$ cat config.mk
export PLATFORM = sky130hd
export DESIGN_NAME = proc_frame_ctrl
export DESIGN_NICKNAME = d
export VERILOG_FILES = /design/src/rtl/proc_frame_ctrl.sv
export SDC_FILE = /design/constraint.sdc
export NUM_CORES = 1
export LEC_CHECK = 0
export BUFFER_PORTS_ARGS = -buffer_cell sky130_fd_sc_hd__buf_2
export CORE_ASPECT_RATIO = 0.9
export CORE_UTILIZATION = 45
export CTS_CLUSTER_DIAMETER = 60
export CTS_CLUSTER_SIZE = 14
export DETAILED_ROUTE_END_ITERATION = 10
export PLACE_DENSITY_LB_ADDON = 0.25
export SETUP_SLACK_MARGIN = 0.02
export SYNTH_ARGS = -nofsm -noshare
export SYNTH_HDL_FRONTEND = slang
export SYNTH_SLANG_ARGS = --single-unit
$ cat constraint.sdc
create_clock -name clk -period 5.9 [get_ports clk]
set_clock_uncertainty 0.2 [all_clocks]
set_input_delay 0.59 -clock clk [delete_from_list [all_inputs] [get_ports clk]]
set_output_delay 0.59 -clock clk [all_outputs]
set_load 0.02 [all_outputs]
$ cat src/rtl/proc_frame_ctrl.sv
// proc_frame_ctrl: register-programmed frame sequencer for the pixel processor.
// Clears the processor, gates one frame of input pixels and tracks output drain.
module proc_frame_ctrl #(
    parameter int FRAME_PIXELS = 4096,
    parameter int WARMUP       = 2051,
    parameter int CLR_CYCLES   = 4,
    parameter int DRAIN_TO     = 256
) (
    input  logic        clk,
    input  logic        rst,
    input  logic        reg_wr,
    input  logic        reg_rd,
    input  logic [2:0]  reg_addr,
    input  logic [31:0] reg_wdata,
    output logic [31:0] reg_rdata,
    input  logic        src_valid,
    output logic        src_ready,
    output logic        proc_valid,
    input  logic        proc_ready,
    input  logic        proc_vout,
    input  logic        sink_ready,
    output logic        proc_clr,
    output logic [1:0]  cfg_mode,
    output logic [71:0] cfg_kernel,
    output logic        busy,
    output logic        irq
);

    typedef enum logic [2:0] {
        S_IDLE   = 3'd0,
        S_CLEAR  = 3'd1,
        S_STREAM = 3'd2,
        S_DRAIN  = 3'd3,
        S_DONE   = 3'd4
    } state_t;

    localparam logic [20:0] CNT_MAX    = '1;
    localparam logic [20:0] EXP_PASS   = 21'(FRAME_PIXELS);
    localparam logic [20:0] EXP_CONV   =
        (FRAME_PIXELS > WARMUP) ? 21'(FRAME_PIXELS - WARMUP) : 21'd0;
    localparam logic [20:0] FRAME_LAST = 21'(FRAME_PIXELS - 1);
    localparam logic [15:0] CLR_LAST   = 16'(CLR_CYCLES - 1);
    localparam logic [15:0] DRAIN_LAST = 16'(DRAIN_TO - 1);

    state_t      state, state_nxt;
    logic [15:0] clr_cnt;
    logic [15:0] drain_idle;
    logic [20:0] in_cnt;
    logic [20:0] out_cnt;
    logic [20:0] exp_cnt;
    logic        done, err, irq_en, abort_q;
    logic        ctrl_wr, stat_wr, do_start, do_abort;
    logic        gate_open, in_acc, out_hs;
    logic        drain_tmo, overrun;
    logic [31:0] rd_mux;

    assign busy      = (state != S_IDLE);
    assign ctrl_wr   = reg_wr && (reg_addr == 3'd0);
    assign stat_wr   = reg_wr && (reg_addr == 3'd5);
    assign do_abort  = ctrl_wr && reg_wdata[1] && busy;
    assign do_start  = ctrl_wr && reg_wdata[0] && !reg_wdata[1] && !busy;

    // Gates close in the abort cycle so no pixel slips past a cancelled frame.
    assign gate_open  = (state == S_STREAM) && !do_abort;
    assign proc_valid = gate_open && src_valid;
    assign src_ready  = gate_open && proc_ready;
    assign in_acc     = gate_open && src_valid && proc_ready;
    assign out_hs     = busy && proc_vout && sink_ready;

    assign exp_cnt  = (cfg_mode == 2'b10) ? EXP_CONV : EXP_PASS;
    assign proc_clr = (state == S_CLEAR) || abort_q;
    assign irq      = done && irq_en;

    always_comb begin
        state_nxt = state;
        drain_tmo = 1'b0;
        overrun   = 1'b0;
        if (do_abort) begin
            state_nxt = S_IDLE;
        end else begin
            unique case (state)
                S_IDLE:   if (do_start) state_nxt = S_CLEAR;
                S_CLEAR:  if (clr_cnt == CLR_LAST) state_nxt = S_STREAM;
                S_STREAM: if (in_acc && in_cnt == FRAME_LAST) state_nxt = S_DRAIN;
                S_DRAIN: begin
                    if (out_cnt > exp_cnt) begin
                        overrun   = 1'b1;
                        state_nxt = S_DONE;
                    end else if (out_cnt == exp_cnt) begin
                        state_nxt = S_DONE;
                    end else if (!out_hs && drain_idle == DRAIN_LAST) begin
                        drain_tmo = 1'b1;
                        state_nxt = S_DONE;
                    end
                end
                S_DONE:   state_nxt = S_IDLE;
                default:  state_nxt = S_IDLE;
            endcase
        end
    end

    always_ff @(posedge clk or posedge rst) begin
        if (rst) begin
            state      <= S_IDLE;
            clr_cnt    <= '0;
            drain_idle <= '0;
            in_cnt     <= '0;
            out_cnt    <= '0;
            done       <= 1'b0;
            err        <= 1'b0;
            abort_q    <= 1'b0;
        end else begin
            state   <= state_nxt;
            abort_q <= do_abort;
            clr_cnt <= (state == S_CLEAR) ? clr_cnt + 16'd1 : 16'd0;
            if (state == S_DRAIN && !out_hs) drain_idle <= drain_idle + 16'd1;
            else drain_idle <= '0;

            if (do_start) in_cnt <= '0;
            else if (in_acc && in_cnt != CNT_MAX) in_cnt <= in_cnt + 21'd1;

            if (do_start) out_cnt <= '0;
            else if (out_hs && out_cnt != CNT_MAX) out_cnt <= out_cnt + 21'd1;

            // Hardware set events take priority over a software W1C.
            if (do_start) done <= 1'b0;
            else if (state == S_DONE) done <= 1'b1;
            else if (stat_wr && reg_wdata[1]) done <= 1'b0;

            if (do_start) err <= 1'b0;
            else if (do_abort || drain_tmo || overrun) err <= 1'b1;
            else if (stat_wr && reg_wdata[2]) err <= 1'b0;
        end
    end

    always_ff @(posedge clk or posedge rst) begin
        if (rst) begin
            irq_en     <= 1'b0;
            cfg_mode   <= '0;
            cfg_kernel <= '0;
        end else begin
            if (ctrl_wr) irq_en <= reg_wdata[2];
            if (reg_wr && !busy) begin
                unique case (1'b1)
                    reg_addr == 3'd1: cfg_mode          <= reg_wdata[1:0];
                    reg_addr == 3'd2: cfg_kernel[31:0]  <= reg_wdata;
                    reg_addr == 3'd3: cfg_kernel[63:32] <= reg_wdata;
                    reg_addr == 3'd4: cfg_kernel[71:64] <= reg_wdata[7:0];
                    default: ;
                endcase
            end
        end
    end

    always_comb begin
        rd_mux = '0;
        case (reg_addr)
            3'd0: rd_mux = {29'd0, irq_en, 2'b00};
            3'd1: rd_mux = {30'd0, cfg_mode};
            3'd2: rd_mux = cfg_kernel[31:0];
            3'd3: rd_mux = cfg_kernel[63:32];
            3'd4: rd_mux = {24'd0, cfg_kernel[71:64]};
            3'd5: rd_mux = {26'd0, state, err, done, busy};
            3'd6: rd_mux = {11'd0, in_cnt};
            3'd7: rd_mux = {11'd0, out_cnt};
            default: rd_mux = '0;
        endcase
    end

    always_ff @(posedge clk or posedge rst) begin
        if (rst) reg_rdata <= '0;
        else if (reg_rd) reg_rdata <= rd_mux;
    end

endmodule

==> results.md, run 1 <==
- Outcome: completed
- Async SR Flop Fraction: 1.00
- M1 wire length: 10.7 mm
- Xor/xnor share of the synthesized area: 0.0365
- # hold bufs at CTS: 0
- Crit Path Max Fanout: 32
- Starting density of the core: 0.464
- Commonest cells after routing, fill and taps aside: dfrtp_1 (187), buf_2 (153), mux2_2 (82)
- Fraction of layout cells with a size suffix above 1: 0.297
- IO buf count: 153
- PD cells: 425 nW/um2
- Core Area: 20200 um2
- Largest net degree at the start of global routing: 106
- Leak pwr: 5.06 nW
- Drt total wl: 23.2 mm
- Most common cell after layout, fill and taps aside: dfrtp_1
- Syn Nets: 917
- Layout Nets: 1049
- Synth Flop Type: dfrtp_1
- Worst reg2reg path startpoint: state[0]
- Clk Tree Root Cell: clkbuf_16
- Routed wl met3: 1.21 mm
- Slew Limit Fails: 0
- Die Y: 139 um
- Sequential share of the synthesized area: 0.500
- RSZ-0062 raised after global routing: no
- Netlist cell types: 68
- Placer Congestion: 0.804
- Rel. slew slack: 0.261
- Met2 routed WL: 11.0 mm
- Overall Power: 4.64 mW
- Mux cell area share after synthesis: 0.126
- Worst-Skew Late Latency: 0.44 ns
- R2R depth: 3
- Largest family of logic cells by synthesized area: simple AND/OR/NAND/NOR gates
- Slew @ Worst Pin: 1.11 ns
- Layout area overhead: 16.6%
- Largest buffer count on any clock path: 2
- Full die area: 21400 um2
- CP Launch Type: primary input
- Row count: 49
- Post-synth EDFFs: 0
- Hold/Removal Path Class: in -> async
- Clock-pin slew on the worst setup and hold paths: 0.07 ns
- Worst IR Drop VDD: 187 uV
- Max-Cap Viols: 0
- CTS buffer count: 17
- Final Cycle Share: 0.535
- Setup crit end kind: register
- Syn Inst Count: 859
- CTS tree: done
- H-tree levels: 4
- Worst setup margin: 2.75 ns
- 1st-iter DRT viols: 453
- Gr usage total: 0.227
- GRT overflow: 0
- DRC viols: 0
- Design area: 10900 um2
- Wire per inst: 18.5 um
- Diode count: 0
- Vias: 7268
- Dpl ws: 2.30 ns
- Vias in the first global route: 6888
- Final hold violation count: 0
- Count of clock tree sinks: 187
- RR Endpoint: cfg_kernel[48]
- Post-Synth Simple-Gate Area: 0.156
- Crit path DAT: 3.27 ns
- # setup viols final: 0
- Max Fclk: 317 MHz
- Post-Synth Adder-Cell Area: 0.0200
- Warnings from Yosys: 0
- Num ports: 154
- DR pass1 iterations: 5
- Worst R2R Setup Slack: 2.85 ns
- Fin crit period: 3.15 ns
- DR vias/cell: 5.77
- Post-CTS resize count: 0
- Post-route ant nets: 0
- Initial antenna violation count: 2
- Crit path kind: in -> reg
- Synth Register Bits: 187
- Avg Inst Size Synth: 10.9 um2
- Placed Area: 10300 um2
- Die Wd: 154 um
- Synth Cell Area: 9370 um2
- Fin Setup TNS: 0 ns
- DPL Wire Length: 16.2 mm
- First-pass GRT wire length: 38.2 mm
- Synth Area in Compound Gates: 0.121
- Top sig layer: met5
- Worst path required time: 6.02 ns
- Post-CTS Setup Inserts: 0
-- layout make-up --
cell class,instances,area [um2]
fill,1795,9260
sequential,187,4680
multi-input combinational,582,4330
timing repair buffer,160,818
clock buffer,17,425
tap,255,319
clock inverter,15,175
inverter,43,166
-- cells in the mapped netlist (3+ instances only) --
master / instances / area (um2)
a211oi_1: 5 / 37.5
and3_1: 17 / 106
nand2_1: 41 / 154
nor4_1: 12 / 75.1
mux2_2: 82 / 923
o21ai_0: 16 / 80.1
nor2_1: 65 / 244
and4_1: 11 / 96.3
a221oi_1: 14 / 123
a31oi_1: 8 / 50.1
ha_1: 15 / 188
nand2b_1: 7 / 43.8
inv_1: 42 / 158
a22o_1: 16 / 140
and2_1: 11 / 68.8
xnor2_1: 28 / 245
nand4_1: 24 / 150
xor2_1: 11 / 96.3
a21oi_1: 27 / 135
mux2i_1: 18 / 180
nand3_1: 33 / 165
and3b_1: 3 / 26.3
mux4_2: 3 / 67.6
buf_1: 3 / 11.3
dfrtp_1: 187 / 4680
o22ai_1: 28 / 175
nor3b_1: 3 / 22.5
nor2b_1: 3 / 18.8
nor3_1: 15 / 75.1
buf_2: 22 / 110
or3_1: 7 / 43.8
clkbuf_1: 20 / 75.1
a22oi_1: 16 / 120
-- where the power goes --
part / internal, mW / switching, mW / leakage (nW) / total [mW]
clock network: 0.571 / 0.567 / 0.292 / 1.14
logic: 0.641 / 0.904 / 2.33 / 1.54
registers: 1.63 / 0.329 / 2.44 / 1.96
total: 2.84 / 1.80 / 5.06 / 4.64
-- logic make-up after synthesis --
family,after synthesis
AOI/OAI and AO/OA,155
xor gates and xnor gates,39
adders and majority gates,15
buffers and inverters,90
DFF,187
muxes,104
and+or+nand+nor,269
-- registers in the layout, summed over array words and instances (netlist names) --
| name | count |
|---|---|
| done | 1 |
| state | 3 |
| abort_q | 1 |
| err | 1 |
| in_cnt | 21 |
| cfg_mode | 2 |
| irq_en | 1 |
| drain_idle | 16 |
| cfg_kernel | 72 |
| reg_rdata | 32 |
| out_cnt | 21 |
| clr_cnt | 16 |
-- per-stage QoR --
| step | instances | hold WS (ns) | utilization |
|---|---|---|---|
| 2_1_floorplan | 859 | 0.224 | - |
| 3_3_place_gp | 1227 | 0.241 | 0.511 |
| 3_5_place_dp | 1227 | 0.249 | 0.511 |
| 4_1_cts | 1259 | 0.175 | 0.541 |
| 5_1_grt | 1259 | 0.175 | 0.541 |
| 6_report | 1259 | 0.142 | 0.541 |
-- worst max-delay path by stage --
stage / cells past startpoint / slack (ns) / end / startpoint
after floorplan: 1 / 0.02 / abort_q / rst
after global placement: 6 / 2.39 / cfg_kernel[45] / reg_addr[0]
after detailed placement: 6 / 2.30 / cfg_kernel[48] / reg_addr[0]
after CTS: 6 / 2.77 / cfg_kernel[48] / reg_addr[0]
after global routing: 6 / 2.54 / cfg_kernel[50] / reg_addr[0]
final: 6 / 2.75 / cfg_kernel[48] / reg_addr[0]
-- worst max-delay path, cell delays in order --
cell	delay (ns)
buf_2	0.45
nor2b_1	0.28
and2_1	0.16
buf_4	0.32
nand3_2	0.84
mux2_2	0.60
-- routing by layer --
layer,GRT usage,vias up
met5,0,-
met2,0.359,189
met4,0.0647,4
met3,0.0503,25
met1,0.313,3635
li1,-,3415
(Power assumes the default switching activity.)
==> run 2, diff against run 1 <==
==> constraint.sdc (replaced) <==
create_clock -name clk -period 2.8 [get_ports clk]
set_clock_uncertainty 0.2 [all_clocks]
set_input_delay 0.28 -clock clk [delete_from_list [all_inputs] [get_ports clk]]
set_output_delay 0.28 -clock clk [all_outputs]
set_load 0.02 [all_outputs]
==> results.md, run 2 (same netlist as run 1, synthesis figures left out) <==
- Outcome: completed
- DPL Wire Length: 16.8 mm
- Most common cell after layout, fill and taps aside: dfrtp_1
- Crit-path max cell delay: 0.45 ns
- Critical-path cell list: nand2b_2 > ha_1 > a211o_1 > a2111oi_4 > a41oi_2 > mux2_1
- Largest buffer count on any clock path: 2
- DRC viols: 0
- Layout area overhead: 22.2%
- Worst IR Drop VDD: 402 uV
- Max reg flops: 72
- Overall Power: 9.96 mW
- Placer Congestion: 0.807
- IO buf count: 153
- Post-layout util: 0.567
- DR pass1 iterations: 5
- Diode count: 0
- Count of clock tree sinks: 187
- Slew Limit Fails: 0
- Clk Tree Root Cell: clkbuf_16
- Met2 Track Usage GR: 0.361
- Fin crit period: 2.61 ns
- CTS buffer count: 17
- Gr usage total: 0.229
- Slowest cell on crit path: a2111oi_4
- Met3 Use GR: 0.0469
- Worst-Skew Late Latency: 0.44 ns
- PD cells: 870 nW/um2
- 1st-iter DRT viols: 536
- Max-Cap Viols: 0
- Core Area: 20200 um2
- Full die area: 21400 um2
- Num ports: 154
- Final hold slack: 0.0540 ns
- Slew @ Worst Pin: 0.636 ns
- Final hold violation count: 0
- Largest net degree at the start of global routing: 94
- Initial antenna violation count: 2
- Worst setup margin: 0.188 ns
- H-tree levels: 4
- Leak pwr: 5.30 nW
- Crit path DAT: 2.74 ns
- Row count: 49
- Die Y: 139 um
- Regs by FF count: cfg_kernel (72), reg_rdata (32)
- Grt met1 use: 0.321
- Post-route ant nets: 0
- Starting density of the core: 0.464
- Largest register by flop count: cfg_kernel
- Setup crit end kind: register
- Hold/Removal Path Class: in -> reg
- Commonest cells after routing, fill and taps aside: dfrtp_1 (187), buf_2 (153), mux2_2 (82)
- Layout Nets: 1099
- RSZ-0062 raised after global routing: no
- # setup viols final: 0
- DR vias/cell: 5.66
- Vias in the first global route: 7237
- CP Launch Type: register
- Clock-pin slew on the worst setup and hold paths: 0.08 ns
- First-pass GRT wire length: 38.6 mm
- Wire per inst: 18.2 um
- Busiest grt layer: met2
- Worst path required time: 2.93 ns
- Crit Path Max Fanout: 10
- Max Fclk: 383 MHz
- Final Cycle Share: 0.933
- CTS tree: done
- Crit path kind: reg -> reg
- Rel. slew slack: 0.576
- Drt total wl: 23.8 mm
- Vias: 7410
- Fraction of layout cells with a size suffix above 1: 0.300
- Dpl ws: 0.0907 ns
- Die Wd: 154 um
- GRT overflow: 0
-- run 2: critical path, delay by kind of cell, from the launching register on --
family / cells / cell delay [ns]
AO/OA/AOI/OAI: 3 / 0.98
adder cells (fa/ha/maj): 1 / 0.34
flip-flops: 1 / 0.37
multiplexers: 1 / 0.34
AND/OR/NAND/NOR: 1 / 0.28
-- run 2: layer usage --
metal  wire, um  vias to the layer above
li1           -                     3528
met1      11100                     3660
met2      11200                      185
met3       1130                       33
met4        374                        4
met5         24                        -
-- run 2: metrics by stage --
step / TNS [ns] / instances / instance area (um2)
global placement: 0 / 1245 / 10500
CTS: 0 / 1309 / 11400
global route: 0 / 1309 / 11400
finish: 0 / 1309 / 11400
floorplan: -16.18 / 859 / 9370
detailed placement: 0 / 1245 / 10500
-- run 2: power by group --
group / switching (mW) / leakage [nW] / internal (mW)
registers: 0.649 / 2.44 / 3.43
logic: 1.98 / 2.56 / 1.44
clock network: 1.24 / 0.296 / 1.22
-- run 2: layout make-up --
type | count | area (um2)
clock buffer | 17 | 425
clock inverter | 15 | 198
fill | 1703 | 8730
inverter | 43 | 165
multi-input combinational | 582 | 4330
sequential | 187 | 4680
tap | 255 | 319
timing repair buffer | 210 | 1320
-- run 2: what timing repair did --
item	in CTS	in global routing
gates resized for setup	0	1
endpoints found under the setup margin	0	1
hold endpoints to repair	257	0
buffers inserted	0	0
hold buffers	32	0
-- run 2: final timing paths --
kind                                    start              to  slack, ns  cells after the start
worst max-delay path              cfg_mode[0]        state[0]       0.19                      6
worst min-delay path             reg_wdata[1]   cfg_kernel[1]       0.05                      2
worst max register to register    cfg_mode[0]        state[0]       0.19                      6
worst min register to register  drain_idle[0]   drain_idle[0]       0.27                      1
max in group asynchronous                 rst  cfg_kernel[70]       1.58                      4
min in group asynchronous                 rst      clr_cnt[1]       0.09                      3
==> run 3, diff against run 2 <==
--- a/config.mk
+++ b/config.mk
@@ -7,10 +7,11 @@
 export LEC_CHECK = 0
 export BUFFER_PORTS_ARGS = -buffer_cell sky130_fd_sc_hd__buf_2
 export CORE_ASPECT_RATIO = 0.9
-export CORE_UTILIZATION = 45
+export CORE_UTILIZATION = 51
 export CTS_CLUSTER_DIAMETER = 60
 export CTS_CLUSTER_SIZE = 14
 export DETAILED_ROUTE_END_ITERATION = 10
+export MAX_ROUTING_LAYER = met4
 export PLACE_DENSITY_LB_ADDON = 0.25
 export SETUP_SLACK_MARGIN = 0.02
 export SYNTH_ARGS = -nofsm -noshare
==> results.md, run 3 (same netlist as run 1, synthesis figures left out) <==
- Outcome: completed
- CTS buffer count: 17
- Wire per inst: 18.1 um
- Drt total wl: 23.3 mm
- Worst IR Drop VDD: 541 uV
- Hold/Removal Path Class: in -> reg
- Count of clock tree sinks: 187
- # setup viols final: 0
- 1st-iter DRT viols: 522
- Core Area: 17800 um2
- Largest register by flop count: cfg_kernel
- Post-layout util: 0.641
- Placer Congestion: 0.881
- CP Launch Type: register
- PD cells: 875 nW/um2
- Num ports: 154
- Final Cycle Share: 0.929
- Setup crit end kind: register
- Post-route ant nets: 0
- Full die area: 18900 um2
- Die Y: 131 um
- Crit Path Max Fanout: 10
- Largest buffer count on any clock path: 2
- RSZ-0062 raised after global routing: no
- Diode count: 0
- Layout area overhead: 21.7%
- Max Fclk: 385 MHz
- Dpl ws: 0.140 ns
- Initial antenna violation count: 0
- DRC viols: 0
- H-tree levels: 4
- Commonest cells after routing, fill and taps aside: dfrtp_1 (187), buf_2 (153), mux2_2 (82)
- First-pass GRT wire length: 36.6 mm
- Clk Tree Root Cell: clkbuf_16
- Most common cell after layout, fill and taps aside: dfrtp_1
- Final hold slack: 0.0249 ns
- Vias in the first global route: 6983
- DR pass1 iterations: 5
- Vias: 7501
- Layout Nets: 1097
- Max reg flops: 72
- Clock-pin slew on the worst setup and hold paths: 0.08 ns
- Row count: 46
- Final hold violation count: 0
- IO buf count: 153
- Max-Cap Viols: 0
- Leak pwr: 5.28 nW
- CTS tree: done
- Post-CTS Setup Inserts: 0
- Fraction of layout cells with a size suffix above 1: 0.298
- Regs by FF count: cfg_kernel (72), reg_rdata (32)
- Die Wd: 145 um
- DPL Wire Length: 16.3 mm
- Inst Count DP: 1227
- Worst setup margin: 0.200 ns
- Starting density of the core: 0.527
- Non-Filler Instances: 1292
- Crit path DAT: 2.72 ns
- GRT overflow: 0
- Rel. slew slack: 0.594
- Slew @ Worst Pin: 0.606 ns
- Slew Limit Fails: 0
- Largest net degree at the start of global routing: 49
- Gr usage total: 0.260
- DR vias/cell: 5.81
- Worst path required time: 2.92 ns
- Crit path kind: reg -> reg
- Worst-Skew Late Latency: 0.44 ns
- Fin crit period: 2.60 ns
-- run 3: changes by cell type in the layout (fill, tap and decap cells not counted) --
cell | previous run | this run
bufinv_16 | 0 | 1
clkinv_8 | 8 | 5
inv_8 | 3 | 5
dlygate4sd3_1 | 32 | 33
clkinv_4 | 1 | 0
clkinvlp_4 | 2 | 3
buf_12 | 4 | 3
buf_4 | 21 | 19
-- run 3: area by class of cell --
type,count,area (um2)
fill,1414,6390
clock buffer,17,425
clock inverter,15,200
inverter,43,165
timing repair buffer,208,1300
sequential,187,4680
multi-input combinational,582,4330
tap,240,300
-- run 3: where the power goes --
group	internal (mW)	leakage (nW)	switching (mW)
combinational	1.42	2.54	1.95
clock	1.30	0.298	1.20
sequential	3.43	2.44	0.684
-- run 3: worst max-delay path, cell delays in order (launching register included) --
cell      delay, ns
dfrtp_1        0.42
nand2b_2       0.21
inv_1          0.10
ha_1           0.34
nand4b_1       0.19
nor4_4         0.32
o21ai_1        0.17
a41oi_2        0.19
mux2_1         0.33
-- run 3: path summary, 6_finish.rpt --
kind	to	start	slack, ns	depth (start not counted)
setup / recovery	state[0]	cfg_mode[1]	0.20	8
max in group asynchronous	cfg_kernel[32]	rst	1.59	4
setup reg to reg	state[0]	cfg_mode[1]	0.20	8
hold / removal	cfg_kernel[33]	reg_wdata[1]	0.02	2
min in group asynchronous	clr_cnt[1]	rst	0.15	3
hold reg to reg	drain_idle[0]	drain_idle[0]	0.25	1
-- run 3: repair_timing --
action,in CTS,in global routing
endpoints found under the setup margin,0,2
resized for setup,0,1
hold endpoints to repair,237,0
hold buffers,33,0
-- run 3: metrics by stage --
stage	power, mW	area, um2	TNS, ns
4_1_cts	10.0	11400	0
3_5_place_dp	7.46	10400	0
6_report	9.98	11400	0
3_3_place_gp	7.38	10400	0
5_1_grt	10.5	11400	0
2_1_floorplan	6.22	9370	-16.18
-- run 3: layer usage --
layer / part of all wire / global-route usage / vias to the layer above
li1: - / - / 3529
met1: 0.47 / 0.353 / 3707
met2: 0.46 / 0.396 / 235
met3: 0.049 / 0.0503 / 30
met4: 0.017 / 0.0793 / 0
met5: 0 / - / -
